--- src/rtl/argmax_stream.sv ---
// Streaming argmax: tracks the running maximum of a frame of signed scores and
// presents the winning index, its one-hot form and the max score until accepted.
module argmax_stream #(
  parameter  int NUM_CLASSES = 10,
  parameter  int DATA_W      = 32,
  localparam int IDX_W       = $clog2(NUM_CLASSES)
) (
  input  logic                     clk,
  input  logic                     rst,
  input  logic                     in_valid,
  output logic                     in_ready,
  input  logic signed [DATA_W-1:0] in_data,
  input  logic                     in_last,
  output logic                     out_valid,
  input  logic                     out_ready,
  output logic [IDX_W-1:0]         out_idx,
  output logic [NUM_CLASSES-1:0]   out_onehot,
  output logic [DATA_W-1:0]        out_max,
  output logic                     out_err
);

  localparam int CNT_W = $clog2(NUM_CLASSES + 1);

  typedef enum logic [1:0] {
    IDLE,
    ACCUM,
    HOLD
  } state_t;

  state_t state;
  state_t next_state;

  logic signed [DATA_W-1:0] max_r;
  logic [IDX_W-1:0]         idx_r;
  logic [CNT_W-1:0]         cnt_r;

  logic signed [DATA_W-1:0] cand_max;
  logic [IDX_W-1:0]         cand_idx;
  logic [CNT_W-1:0]         cand_cnt;
  logic                     accept;
  logic                     full;
  logic                     frame_end;

  logic [IDX_W-1:0]         res_idx;
  logic [NUM_CLASSES-1:0]   res_onehot;
  logic [DATA_W-1:0]        res_max;
  logic                     res_err;

  // Ready is forced low while reset is asserted, not just while holding a result.
  assign in_ready = rst && (state != HOLD);
  assign accept   = in_valid && in_ready;

  // The first beat of a frame always loads; later beats replace only on a strict win.
  always_comb begin
    cand_max = max_r;
    cand_idx = idx_r;
    cand_cnt = cnt_r;
    if (state == IDLE) begin
      cand_max = in_data;
      cand_idx = '0;
      cand_cnt = CNT_W'(1);
    end else begin
      if (in_data > max_r) begin
        cand_max = in_data;
        cand_idx = IDX_W'(cnt_r);
      end
      cand_cnt = cnt_r + CNT_W'(1);
    end
  end

  assign full      = (cand_cnt == CNT_W'(NUM_CLASSES));
  assign frame_end = accept && (in_last || full);

  always_ff @(posedge clk or negedge rst) begin
    if (!rst) begin
      state <= IDLE;
    end else begin
      state <= next_state;
    end
  end

  always_comb begin
    next_state = state;
    case (state)
      IDLE: begin
        if (accept) begin
          next_state = frame_end ? HOLD : ACCUM;
        end
      end
      ACCUM: begin
        if (frame_end) begin
          next_state = HOLD;
        end
      end
      HOLD: begin
        if (out_ready) begin
          next_state = IDLE;
        end
      end
      default: next_state = IDLE;
    endcase
  end

  // Running accumulator; only touched on accepted beats so idle X data never leaks in.
  always_ff @(posedge clk or negedge rst) begin
    if (!rst) begin
      max_r <= '0;
      idx_r <= '0;
      cnt_r <= '0;
    end else if (accept) begin
      max_r <= cand_max;
      idx_r <= cand_idx;
      cnt_r <= frame_end ? '0 : cand_cnt;
    end
  end

  // Result registers: loaded by the closing beat, cleared once downstream takes them.
  always_ff @(posedge clk or negedge rst) begin
    if (!rst) begin
      res_idx    <= '0;
      res_onehot <= '0;
      res_max    <= '0;
      res_err    <= 1'b0;
    end else if (frame_end) begin
      res_idx    <= cand_idx;
      res_onehot <= {{(NUM_CLASSES-1){1'b0}}, 1'b1} << cand_idx;
      res_max    <= cand_max;
      res_err    <= (in_last != full);
    end else if ((state == HOLD) && out_ready) begin
      res_idx    <= '0;
      res_onehot <= '0;
      res_max    <= '0;
      res_err    <= 1'b0;
    end
  end

  assign out_valid  = (state == HOLD);
  assign out_idx    = res_idx;
  assign out_onehot = res_onehot;
  assign out_max    = res_max;
  assign out_err    = res_err;

endmodule

--- config.mk ---
export PLATFORM = sky130hd
export DESIGN_NAME = argmax_stream
export DESIGN_NICKNAME = d
export VERILOG_FILES = /design/src/rtl/argmax_stream.sv
export SDC_FILE = /design/constraint.sdc
export NUM_CORES = 1
export LEC_CHECK = 0
export CORE_MARGIN = 2
export CORE_UTILIZATION = 43
export CTS_CLUSTER_SIZE = 10
export DETAILED_ROUTE_END_ITERATION = 7
export PLACE_DENSITY = 0.68
export SLEW_MARGIN = 20
export SYNTH_ARGS = -nofsm -noshare
export SYNTH_HDL_FRONTEND = slang
export SYNTH_SLANG_ARGS = --single-unit
--- constraint.sdc ---
create_clock -name clk -period 7.6 [get_ports clk]
set_input_delay 1.9 -clock clk [delete_from_list [all_inputs] [get_ports clk]]
set_output_delay 1.9 -clock clk [all_outputs]
set_load 0.03 [all_outputs]
==> impl_metrics.csv <==
group,metric,value,unit
run_status,status,"complete, no violations",
worst_setup_path,path_buf_inv,2,
cts,max-clock-path-buffers,2,
placement,gp_congestion,0.813,
global_route,grt_first_pass_wirelength,18.8,mm
timing,timing.fmax,0.185,GHz
synth,synth_area,4720,µm²
synth,syn_nets,534,
cells_and_area,fin_nets,604,
placement,hpwl,7.77,mm
worst_setup_path,crit_arrival,5.63,ns
timing,slew_headroom,28.0,%
hold_path,whs_endpoint,"out_idx[2]",
worst_setup_path,worstPathCellList,"clkdlybuf4s50_1 -> ha_1 -> nand4_1 -> nor4_1 -> and4_1 -> o31a_1 -> o211ai_2 -> a21oi_4 -> buf_16 -> mux2_2",
route,num_vias,3851,
floorplan,dieArea,11800,µm²
route,post_drt_wl_per_cell,16.5,µm
synth,avgSynthCellArea,10.2,µm²
route,ant_nets,0,
route,wirelength,11.2,mm
route,drc,0,
timing,fin_ws,2.20,ns
cts,clkLatencyLatePin,0.35,ns
synth,synth-edff-count,0,
synth,ys_seq_elements,89,
worst_setup_path,worstReg2RegStart,"max_r[5]",
flow_run,cap_violations,0,
placement,port_buffers,85,
timing,tightest_slew,1.08,ns
cts,cts_tree,"yes",
global_route,grt_antenna_before_repair,0,
cells_and_area,drive_gt1_share,11.3,%
cts,numCtsBuffers,9,
pwr,powerDensity,317,nW/µm²
cts,path_clk_slew,0.09,ns
worst_setup_path,cp_slowest_cell,"a21oi_4",
global_route,overflow,0,
timing,skew,0.0133,ns
route,via_per_inst,5.68,
hold_path,hold_path.class,"reg -> reg",
worst_setup_path,cp-end-kind,"flip-flop",
worst_setup_path,crit_start,"in_data[31]",
worst_setup_path,crit_path_max_incr_delay,0.77,ns
hold_path,min_from,"out_idx[2]",
synth,ys.flop_type,"dfrtp_1",
cts,cts_hold_buffers,0,
worst_setup_path,r2r-end,"out_max[29]",
synth,synth_area_leader_cell,"dfrtp_1",
worst_setup_path,crit_family,"compound AO/OA/AOI/OAI gates",
cts,cts_root_buf,"clkbuf_8",
route,drt-pass1-iter-count,4,
cts,post_cts_resized,0,
route,drtIter0Drc,210,
hold_path,hold_depth,2,
synth,ys_top_cells_by_area,"dfrtp_1, ha_1, mux2_2",
placement,place_area,5660,µm²
cells_and_area,stdcell_area,5890,µm²
worst_setup_path,worst-path-max-fanout,22,
synth,netlist_instances,463,
synth,synth.most_common_cell,"dfrtp_1",
cells_and_area,fin_cells,678,
synth,synth_common_cells,"dfrtp_1, nand2_1, nand3_1",
placement,post-place-cells,661,
cts,cts_sinks,89,
pwr,p_total,1.87,mW
pwr,peakVddDrop,0.156,mV
global_route,track_usage,20.1,%
global_route,grt_max_degree,65,
cts,post_cts_buffers,0,
worst_setup_path,rrSetupSlack,3.84,ns
timing,finalHoldWorstSlack,0.482,ns
timing,finalHoldViolCount,0,
synth,yosys_warnings,0,
timing,rsz0062_at_grt,"false",
synth,netlist.area_leader.share,47.2,%
timing,setup_viol,0,
timing,timing.setup.tns,0,ns
timing,slew_viol_final,0,
worst_setup_path,required,7.83,ns
cells_and_area,area_delta_synth_final,24.9,%
pwr,p_leak,2.59,nW
global_route,grt_pass1_vias,3868,
floorplan,fp.dieH,109,µm
floorplan,rows,38,
cells_and_area,fillers,950,
cells_and_area,regArea,2230,µm²
worst_setup_path,worstRegToRegCells,9,
worst_setup_path,startpoint_type,"input port",
synth,yosysSeqAreaShare,47.2,%
floorplan,core_area,10800,µm²
synth,synth.distinct_cells,49,
cells_and_area,final_core_util,54.6,%
floorplan,ios,86,
placement,dp_slack,1.46,ns
timing,fin_crit_sh,71.1,%
cells_and_area,multi_input_area,2260,µm²
synth,async_flop_share,100,%
worst_setup_path,critPathKind,"in -> reg",
cells_and_area,num_antenna_cells,0,
cts,h-tree-depth,3,
timing,fin_crit,5.40,ns
floorplan,chipWidth,109,µm
floorplan,floorplan.initialDensity,43.7,%
-- layout by cell type (no fill, tap or decap), types with 2 or more instances in the layout --
cell type / count
inv_1: 34
nor3_1: 3
or2_2: 2
buf_4: 4
nand2b_1: 2
clkinv_4: 2
mux2i_1: 7
a21oi_1: 11
clkinvlp_4: 2
a21oi_4: 2
clkdlybuf4s50_1: 84
nand2_1: 58
o311ai_0: 31
nor4_1: 5
clkbuf_8: 10
nand3b_1: 2
and2_1: 3
a31o_2: 2
o21ai_0: 16
a32o_1: 2
ha_1: 34
a221o_1: 4
and4_1: 2
nand3_1: 41
nor2_1: 15
a22o_1: 8
a21o_1: 3
nand4_1: 5
mux2_2: 30
mux2_1: 2
dfrtp_1: 89
-- worst max-delay path by stage --
stage | to | cells after the start
finish | max_r[8] | 10
global route | out_max[26] | 9
CTS | out_max[29] | 9
detailed placement | out_max[29] | 9
global placement | out_max[7] | 9
floorplan | out_onehot[5] | 10
-- cells by family (layout without fill, tap and decap cells) --
kind of cell / Yosys count / count (layout) / share of synthesized area [%]
and+or+nand+nor: 147 / 147 / 14.8
adders and majority gates: 34 / 34 / 9.01
AOI/OAI and AO/OA: 89 / 89 / 14.2
xor gates and xnor gates: 1 / 1 / 0.186
DFF: 89 / 89 / 47.2
muxes: 39 / 39 / 9.12
buffers and inverters: 64 / 139 / 5.46
-- sequential cells by signal, summed over array words and instances (netlist names) --
signal      count
cnt_r           4
idx_r           4
max_r          32
out_max        32
out_idx         4
out_onehot     10
state           2
out_err         1
-- layout make-up --
cell class | instances | area share (%)
flip-flops and latches | 89 | 37.8
repair buffers | 89 | 15.2
clock buffers | 10 | 2.33
multi-input cells | 310 | 38.4
clock inverters | 6 | 1.15
well taps | 140 | 2.97
inverters | 34 | 2.17
-- tightest hold or removal path: cells and delay by family, from the launching register on --
kind / cells / cell delay [ns]
flip-flops: 1 / 0.35
AO/OA/AOI/OAI: 1 / 0.06
AND/OR/NAND/NOR: 1 / 0.05
-- power breakdown --
group	internal (mW)	switching, mW
combinational	0.348	0.473
sequential	0.620	0.0937
clock	0.162	0.171
-- metal layers --
layer  routed length [µm]  vias to the layer above  track usage [%]
met2                 5350                      121             32.5
met4                  202                        0             7.33
met1                 4930                     1892             27.0
met5                    0                        -                0
li1                     -                     1822                -
met3                  697                       16             3.65
Note: power is estimated with default switching activity, not from simulation.
